[config.mk]
export PLATFORM = sky130hd
export DESIGN_NAME = cpu_trace_emitter
export DESIGN_NICKNAME = d
export VERILOG_FILES = /design/src/rtl/cpu_trace_emitter.sv
export SDC_FILE = /design/constraint.sdc
export NUM_CORES = 1
export LEC_CHECK = 0
export ABC_AREA = 1
export BUFFER_PORTS_ARGS = -buffer_cell sky130_fd_sc_hd__buf_2
export CAP_MARGIN = 10
export CORE_MARGIN = 3
export CORE_UTILIZATION = 35
export CTS_BUF_LIST = sky130_fd_sc_hd__clkbuf_4 sky130_fd_sc_hd__clkbuf_8
export CTS_CLUSTER_SIZE = 25
export DETAILED_ROUTE_END_ITERATION = 10
export PLACE_DENSITY = 0.64
export RECOVER_POWER = 25
export SYNTH_ARGS = -nofsm -noshare
export SYNTH_HDL_FRONTEND = slang
export SYNTH_SLANG_ARGS = --single-unit
[constraint.sdc]
create_clock -name clk -period 6.1 [get_ports clk]
set_clock_uncertainty 0.05 [all_clocks]
set_input_delay 0.305 -clock clk [delete_from_list [all_inputs] [get_ports clk]]
set_output_delay 0.305 -clock clk [all_outputs]
set_load 0.01 [all_outputs]
[src/rtl/cpu_trace_emitter.sv]
// Serialises one CPU write-back record per request into an ASCII trace line, one char per cycle.
// Optional expected-flag outputs for the trace checker are compiled in with EMITTER_ERRFLAG_EN.
//
// state | meaning
// IDLE  | waiting for a record, in_ready high
// CONV  | 16-cycle double-dabble of time and grf into BCD
// EMIT  | streaming the frame characters through the out_valid/out_ready handshake
module cpu_trace_emitter #(
  parameter int PAD_SPACES = 1
) (
  input  logic        clk,
  input  logic        reset,
  input  logic        in_valid,
  output logic        in_ready,
  input  logic        in_type,
  input  logic [15:0] in_time,
  input  logic [31:0] in_pc,
  input  logic [13:0] in_grf,
  input  logic [31:0] in_addr,
  input  logic [31:0] in_data,
  output logic [7:0]  out_char,
  output logic        out_valid,
  input  logic        out_ready,
  output logic        frame_done
`ifdef EMITTER_ERRFLAG_EN
  ,
  input  logic [15:0] freq,
  output logic [1:0]  exp_format,
  output logic [3:0]  exp_error
`endif
);

  typedef enum logic [1:0] {IDLE, CONV, EMIT} state_t;
  typedef enum logic [3:0] {
    SG_CARET, SG_TIME, SG_AT, SG_PC, SG_COLON, SG_PAD1, SG_TYPE,
    SG_FIELD, SG_PAD2, SG_LT, SG_EQ, SG_PAD3, SG_DATA, SG_HASH
  } seg_t;

  localparam logic [2:0] PAD_LAST = (PAD_SPACES > 0) ? 3'(PAD_SPACES - 1) : 3'd0;

  state_t      state, state_nxt;
  seg_t        seg, seg_nxt;
  logic [2:0]  cnt, cnt_nxt;
  logic [3:0]  conv_cnt;
  logic        type_q;
  logic [31:0] pc_q, addr_q, data_q;
  logic [31:0] t_sr, g_sr;
  logic [15:0] t_bcd, g_bcd;
  logic [2:0]  t_last, g_last;
  logic [31:0] sel_word;
  logic [3:0]  nib;
  logic [7:0]  hex_char, emit_char;
  logic [15:0] t_sat;
  logic [13:0] g_sat;
  logic        accept, advance;

  // Upper half holds the BCD digits, lower half the binary still to be shifted in.
  function automatic logic [31:0] dd_step(input logic [31:0] x);
    logic [31:0] y;
    y = x;
    for (int i = 0; i < 4; i++) begin
      if (y[16+4*i +: 4] >= 4'd5) y[16+4*i +: 4] = y[16+4*i +: 4] + 4'd3;
    end
    return {y[30:0], 1'b0};
  endfunction

  assign t_sat   = (in_time > 16'd9999) ? 16'd9999 : in_time;
  assign g_sat   = (in_grf > 14'd9999) ? 14'd9999 : in_grf;
  assign accept  = (state == IDLE) && in_valid;
  assign advance = (state == EMIT) && out_ready;
  assign t_bcd   = t_sr[31:16];
  assign g_bcd   = g_sr[31:16];

  // Index of the most significant non-zero digit; a zero value still prints one digit.
  assign t_last = (t_bcd[15:12] != 4'd0) ? 3'd3 : (t_bcd[11:8] != 4'd0) ? 3'd2 :
                  (t_bcd[7:4] != 4'd0) ? 3'd1 : 3'd0;
  assign g_last = (g_bcd[15:12] != 4'd0) ? 3'd3 : (g_bcd[11:8] != 4'd0) ? 3'd2 :
                  (g_bcd[7:4] != 4'd0) ? 3'd1 : 3'd0;

  always_ff @(posedge clk or posedge reset) begin
    if (reset) state <= IDLE;
    else       state <= state_nxt;
  end

  always_comb begin
    state_nxt = state;
    case (state)
      IDLE:    if (in_valid) state_nxt = CONV;
      CONV:    if (conv_cnt == 4'd0) state_nxt = EMIT;
      EMIT:    if (out_ready && seg == SG_HASH) state_nxt = IDLE;
      default: state_nxt = IDLE;
    endcase
  end

  always_comb begin
    in_ready   = 1'b0;
    out_valid  = 1'b0;
    out_char   = 8'h00;
    frame_done = 1'b0;
    case (state)
      IDLE: in_ready = 1'b1;
      EMIT: begin
        out_valid  = 1'b1;
        out_char   = emit_char;
        frame_done = out_ready && (seg == SG_HASH);
      end
      default: ;
    endcase
  end

  always_comb begin
    seg_nxt = SG_CARET;
    cnt_nxt = 3'd0;
    case (seg)
      SG_CARET: begin seg_nxt = SG_TIME; cnt_nxt = t_last; end
      SG_TIME:  seg_nxt = SG_AT;
      SG_AT:    begin seg_nxt = SG_PC; cnt_nxt = 3'd7; end
      SG_PC:    seg_nxt = SG_COLON;
      SG_COLON: begin
        if (PAD_SPACES != 0) begin seg_nxt = SG_PAD1; cnt_nxt = PAD_LAST; end
        else seg_nxt = SG_TYPE;
      end
      SG_PAD1:  seg_nxt = SG_TYPE;
      SG_TYPE:  begin seg_nxt = SG_FIELD; cnt_nxt = type_q ? 3'd7 : g_last; end
      SG_FIELD: begin
        if (PAD_SPACES != 0) begin seg_nxt = SG_PAD2; cnt_nxt = PAD_LAST; end
        else seg_nxt = SG_LT;
      end
      SG_PAD2:  seg_nxt = SG_LT;
      SG_LT:    seg_nxt = SG_EQ;
      SG_EQ: begin
        if (PAD_SPACES != 0) begin seg_nxt = SG_PAD3; cnt_nxt = PAD_LAST; end
        else begin seg_nxt = SG_DATA; cnt_nxt = 3'd7; end
      end
      SG_PAD3:  begin seg_nxt = SG_DATA; cnt_nxt = 3'd7; end
      SG_DATA:  seg_nxt = SG_HASH;
      default:  seg_nxt = SG_CARET;
    endcase
  end

  always_comb begin
    sel_word = 32'h0;
    case (seg)
      SG_TIME:  sel_word = {16'h0, t_bcd};
      SG_PC:    sel_word = pc_q;
      SG_FIELD: sel_word = type_q ? addr_q : {16'h0, g_bcd};
      SG_DATA:  sel_word = data_q;
      default:  sel_word = 32'h0;
    endcase
    nib      = 4'(sel_word >> {cnt, 2'b00});
    hex_char = (nib < 4'd10) ? (8'h30 + {4'h0, nib}) : (8'h57 + {4'h0, nib});
  end

  always_comb begin
    emit_char = 8'h00;
    case (seg)
      SG_CARET: emit_char = 8'h5e;
      SG_AT:    emit_char = 8'h40;
      SG_COLON: emit_char = 8'h3a;
      SG_TYPE:  emit_char = type_q ? 8'h2a : 8'h24;
      SG_LT:    emit_char = 8'h3c;
      SG_EQ:    emit_char = 8'h3d;
      SG_HASH:  emit_char = 8'h23;
      SG_PAD1, SG_PAD2, SG_PAD3: emit_char = 8'h20;
      SG_TIME, SG_PC, SG_FIELD, SG_DATA: emit_char = hex_char;
      default:  emit_char = 8'h00;
    endcase
  end

  always_ff @(posedge clk or posedge reset) begin
    if (reset) begin
      seg      <= SG_CARET;
      cnt      <= 3'd0;
      conv_cnt <= 4'd0;
      type_q   <= 1'b0;
      pc_q     <= 32'h0;
      addr_q   <= 32'h0;
      data_q   <= 32'h0;
      t_sr     <= 32'h0;
      g_sr     <= 32'h0;
    end else if (accept) begin
      seg      <= SG_CARET;
      cnt      <= 3'd0;
      conv_cnt <= 4'd15;
      type_q   <= in_type;
      pc_q     <= in_pc;
      addr_q   <= in_type ? in_addr : 32'h0;
      data_q   <= in_data;
      t_sr     <= {16'h0, t_sat};
      g_sr     <= {18'h0, g_sat};
    end else if (state == CONV) begin
      t_sr     <= dd_step(t_sr);
      g_sr     <= dd_step(g_sr);
      conv_cnt <= conv_cnt - 4'd1;
    end else if (advance) begin
      if (cnt != 3'd0) cnt <= cnt - 3'd1;
      else begin
        seg <= seg_nxt;
        cnt <= cnt_nxt;
      end
    end
  end

`ifdef EMITTER_ERRFLAG_EN
  logic [3:0] err_q;
  logic [3:0] err_new;

  always_comb begin
    err_new[0] = (t_sat & ((freq >> 2) - 16'd1)) != 16'd0;
    err_new[1] = (in_pc[1:0] != 2'd0) || (in_pc < 32'h3000) || (in_pc > 32'h4fff);
    err_new[2] = in_type && ((in_addr[1:0] != 2'd0) || (in_addr > 32'h2fff));
    err_new[3] = !in_type && (g_sat > 14'd31);
  end

  always_ff @(posedge clk or posedge reset) begin
    if (reset)       err_q <= 4'h0;
    else if (accept) err_q <= err_new;
  end

  assign exp_format = frame_done ? (type_q ? 2'b10 : 2'b01) : 2'b00;
  assign exp_error  = frame_done ? err_q : 4'h0;
`endif

endmodule
# Word level (Yosys, flattened, before mapping)
# Cells that the tools add are included.
[totals]
word_cells = 122
in_bits = 131
out_inout_bits = 11
register_bits = 174
[op_classes]
mux = 47
order_cmp = 11
reduce_logical = 21
n_shift = 1
eq_ne = 20
addsub = 12
[op_table]
columns = ["cell", "n"]
rows = [
  ["32-bit 2-to-1 mux", 6],
  ["32-bit one-hot mux with 4 select lines", 1],
  ["8-bit one-hot mux with 9 select lines", 1],
  ["4-bit 2-to-1 mux", 13],
  ["4-bit one-hot mux with 13 select lines", 1],
  ["4-bit by 3-bit greater-or-equal comparator with 1-bit output (second input constant)", 8],
  ["32-bit by 5-bit >> shifter with 4-bit output", 1],
  ["4-bit by 2-bit adder with 4-bit output (second input constant)", 6],
  ["4-bit equality test (second input constant)", 6],
  ["4-bit nonzero test", 6],
  ["3-bit 2-to-1 mux", 7],
  ["4-bit by 3-bit equality test with 1-bit output (second input constant)", 4],
  ["16-bit by 14-bit > comparator with 1-bit output (second input constant)", 1],
  ["16-bit 2-to-1 mux", 1],
  ["8-bit 2-to-1 mux", 2],
  ["14-bit > comparator (second input constant)", 1],
  ["14-bit 2-to-1 mux", 1],
  ["2-bit 2-to-1 mux", 7],
  ["3-bit one-hot mux with 3 select lines", 1],
  ["7-bit by 4-bit adder with 8-bit output (first input constant)", 1],
  ["4-bit by 2-bit equality test with 1-bit output (second input constant)", 2],
  ["4-bit logical NOT", 2],
  ["2-bit inequality test (second input constant)", 4],
  ["6-bit by 4-bit adder with 7-bit output (first input constant)", 1],
  ["19 further kinds", 28],
]

# Longest topological paths before layout
[depth]
word_depth = 10
ltp_mapped = 18
mapped_depth_nobuf = 17

# Worst setup path after synthesis
# No wires, ideal clock.
[synth_path]
path_type = "register to output"
startpoint = "register seg[0]"
endpoint = "output port out_char[1]"
n_path_buf = 1
arrival_time_ns = 2.064
required_ns = 5.745
stages_incl_launch_ff = 17
path_slack_ns = 3.681
path_cell_list = "dfrtp_1 inv_2 nand2_4 nor2_2 buf_2 nand2_1 nand4_1 nand3_1 nand2_1 nand2_1 nand2_1 inv_1 ha_1 nand3b_1 nand3_1 nand2_1 inv_1"
[synth_between]
elab_chain_cells = 7
word_cells_on_any_way = 24
cone_classes = "2 x add/sub; 1 x order compare; 13 x eq/ne; 1 x shift; 4 x mux; 3 x reduce/logical"
[synth_rtl]
columns = ["element", "line_no", "source"]
rows = [
  ["from (decl)", "42", "seg_t seg, seg_nxt;"],
  ["from (signal assigned)", "198", "seg <= seg_nxt;"],
  ["4-bit equality test (tied with other cells)", "143, 156", ""],
  ["32-bit one-hot mux with 4 select lines", "143", "case (seg)"],
  ["32-bit by 5-bit >> shifter with 4-bit output", "150", "nib = 4'(sel_word >> {cnt, 2'b00});"],
  ["7-bit by 4-bit adder with 8-bit output (tied with other cells)", "151", "hex_char = (nib < 4'd10) ? (8'h30 + {4'h0, nib}) : (8'h57 + {4'h0, nib});"],
  ["8-bit 2-to-1 mux", "151", ""],
  ["8-bit one-hot mux with 9 select lines *", "156", "case (seg)"],
  ["8-bit 2-to-1 mux *", "100", "case (state)"],
  ["to (decl)", "21", "output logic [7:0] out_char,"],
]
# Every way passes the cells marked *; elsewhere a longest branch is shown, timed or not.

# Worst setup path after layout
[layout_path]
startpoint = "register type_q"
endpoint = "output port out_char[2]"
[layout_between]
elab_chain_cells = 7
word_cells_on_any_way = 10
cone_classes = "2 x add/sub; 1 x order compare; 1 x shift; 6 x mux"
[layout_rtl]
columns = ["element", "line_no", "source"]
rows = [
  ["from (decl)", "45", "logic type_q;"],
  ["from (signal assigned)", "185", "type_q <= in_type;"],
  ["32-bit 2-to-1 mux", "146", "SG_FIELD: sel_word = type_q ? addr_q : {16'h0, g_bcd};"],
  ["32-bit one-hot mux with 4 select lines", "143", ""],
  ["32-bit by 5-bit >> shifter with 4-bit output", "150", ""],
  ["7-bit by 4-bit adder with 8-bit output (tied with other cells)", "151", ""],
  ["8-bit 2-to-1 mux", "151", ""],
  ["8-bit one-hot mux with 9 select lines *", "156", ""],
  ["8-bit 2-to-1 mux *", "100", ""],
]
# Marked as above.

==> reports/qor.yml <==
outcome:
  outcome: "complete, but fails checks"
  violations: "capacitance limit, slew limit"
clock_tree:
  clock_latency_ns: 0.48
  tritoncts: "yes"
  root_buffer: "clkbuf_8"
  cts.path.max_buffers: 2
  cts_made_buffers: 17
  cts_setup_buffers: 0
  cts.sinks: 174
  cts_htree_levels: 4
  cts.clk_slew.worst_paths_ns: 0.11
min_path:
  holdPathEnd: "t_sr[3]$_DFFE_PP0P_"
  min_from: "in_time[3]"
  min_path_type: "input pin to flip-flop"
  holdPathStages: 3
layout:
  final_area_um2: 11280
  antennaDiodeCount: 0
  fin_nets: 1547
  area_growth_pct: 21.16
  final_cells: 1743
  final_layout_size_suffix_gt1_frac: 0.1506
power_and_ir_drop:
  power_density_nw_per_um2: 436.8
  p_leak_nw: 5.731
  peakVddDrop_mv: 0.1941
logic_synthesis:
  synthFlopType: "dfrtp_1"
  synth.area.top_cells: "dfrtp_1 (47%), nand2_1 (18%), o21ai_0 (6.1%), inv_1 (4.6%), nand3_1 (4.2%)"
  synth_top_cell_by_area: "dfrtp_1"
  synth_seq_cells: 174
  netlist-cell-type-count: 44
  ys.warnings.count: 0
  async_reset_ff_frac: 1.000
  synth_top_area_frac: 0.4676
  syn_area_um2: 9311
  ys_seq_area_frac: 0.4676
  syn_avg_cell_area_um2: 7.601
  syn_nets: 1377
  synth-edff-count: 0
  synthCells: 1225
timing:
  setup_ws_ns: 2.196
  final-hold-violation-count: 0
  fin_crit_ns: 3.904
  setup_viol: 0
  rsz0062_at_grt: "false"
  min_period_over_period: 0.6401
  slew-limit-headroom: -2.072
  drv_slew: 101
  tns_ns: 0
  tightest_slew_ns: 4.583
  fmax_ghz: 0.2561
route:
  drtIter0Drc: 634
  drc: 0
  wl_met1_um: 12290
  wl_met2_um: 12830
  drt_wl_total_um: 27190
  vias_per_cell: 5.057
  ant_nets: 0
  highest_layer: "met4"
  wl_met3_um: 1405
  routedWlPerCell_um: 15.60
  via_count: 8814
  first_pass_iters: 5
grt:
  grt_pass1_vias: 8478
  overflow: 0
  track_usage: 0.1927
  antenna_found_initial: 0
  grt_max_degree: 101
  grt_pass1_wl_um: 44160
worst_setup_path:
  end_kind: "output pin"
  startpoint_type: "flip-flop"
  criticalPathCategory: "flip-flop to output pin"
  crit_arrival_ns: 3.55
  critPathTopFamily: "flip-flops"
  slowest_delay_ns: 1.03
  r2r_setup_slack_ns: 3.42
  worst_r2r_endpoint: "seg[2]$_DFFE_PP0P_"
  r2r_start: "cnt[0]$_DFFE_PP0P_"
  cp_common_cell: "nand2_1"
  required_ns: 5.74
  worstPathMaxFanout: 38
  critPathSlowestCell: "dfrtp_1"
  cp.buffers_inverters: 3
  crit_path_cell_trace: "inv_1 > nor2_8 > nand2_1 > nand4_1 > nand3_1 > nand2_1 > nand2_1 > nand2_1 > inv_1 > ha_1 > nand3_1 > a21oi_1 > a21oi_1 > buf_2"
  r2r_cells: 10
floorplanning:
  die_y_um: 169.1
  num_io_pins: 142
  initial_core_util: 0.3563
  rows: 59
  core_um2: 26130
  dieArea_um2: 28600
  die_w_um: 169.1
placement:
  placed_area_um2: 10220
  post-place-ws_ns: 2.769
  gp_congestion: 0.9239
  place_inst: 1648
  hpwl_um: 19160
  numPortBuffers: 140
flow_run:
  drv_cap: 1
## cell usage in the layout, fill, tap and decap left out, types with 24 or more instances in the layout
master / Yosys / final
o21ai_0: 114 / 114
buf_2: 10 / 140
a21oi_1: 33 / 33
dfrtp_1: 174 / 174
o22ai_1: 24 / 24
inv_1: 115 / 113
nor2_1: 51 / 50
nand2_1: 436 / 435
dlygate4sd3_1: 0 / 63
nand3_1: 78 / 78
## synthesized netlist by cell type (all sizes together) (18+ instances only)
cell,number
dfrtp,174
ha,21
buf,18
o21ai,117
nand3,80
clkbuf,40
nor2,59
inv,122
nand2,445
o22ai,24
a21oi,33
nand4,23
## per-stage QoR
stage	util	power, mW	hold WS, ns
after floorplan	-	3.423	0.3646
after global placement	0.3912	3.947	0.4164
after detailed placement	0.3912	4.005	0.4195
after CTS	0.4319	4.936	0.002651
after global routing	0.4317	5.355	0.01062
final	0.4317	4.928	0.01578
## worst register-to-register path, cell delays in order (launching register included)
cell      delay [ns]
dfrtp_1         0.75
clkinv_1        0.64
ha_1            0.41
inv_1           0.05
nor2_1          0.06
inv_1           0.10
nor2_1          0.09
inv_1           0.10
nand2_1         0.11
o22a_1          0.24
inv_1           0.05
## flip-flops by register name, summed over array words and instances, names as in the netlist
register / count
addr_q: 32
data_q: 32
g_sr: 32
pc_q: 32
t_sr: 32
conv_cnt: 4
seg: 4
cnt: 3
state: 2
type_q: 1
## what timing repair did
item | in CTS | in global routing
hold endpoints to repair | 63 | 0
resized for setup | 0 | 0
hold buffers | 63 | 0
## how the worst max path moves through the flow
stage	startpoint	to	slack, ns	depth (start not counted)
global route	reset	addr_q[17]$_DFFE_PP0P_	1.69	3
detailed placement	type_q$_DFFE_PP0P_	out_char[1]	2.77	15
finish	type_q$_DFFE_PP0P_	out_char[2]	2.20	14
floorplan	reset	addr_q[0]$_DFFE_PP0P_	1.03	1
CTS	type_q$_DFFE_PP0P_	out_char[1]	2.22	15
global placement	type_q$_DFFE_PP0P_	out_char[1]	2.87	15
## cell families after synthesis
group	count (synthesis)	synth area share
simple gates	620	0.2810
xor+xnor	8	0.007525
other cells	1	0.0004027
flops	174	0.4676
buf+inv	183	0.07928
fa+ha+maj	21	0.02822
compound gates	218	0.1360
## final cells by class
cell class                 count  area, µm²
clock buffer                  19      255.2
tap                          335      419.2
sequential                   174       4354
timing repair buffer         209       1376
multi-input combinational    868       4229
fill                        2651      14850
inverter                     125      471.7
clock inverter                13      176.4
## routing by layer
metal	track usage	vias to the layer above
met5	0	-
met4	0.06437	0
li1	-	4339
met2	0.3104	270
met3	0.03106	49
met1	0.2669	4156
## power by group
part / internal, mW / switching (mW) / total, mW / leakage (nW)
clock: 0.430 / 0.467 / 0.897 / 0.215
combinational: 0.722 / 1.23 / 1.96 / 3.34
sequential: 1.67 / 0.401 / 2.07 / 2.17
No activity file was read; power rests on OpenSTA's default activity.
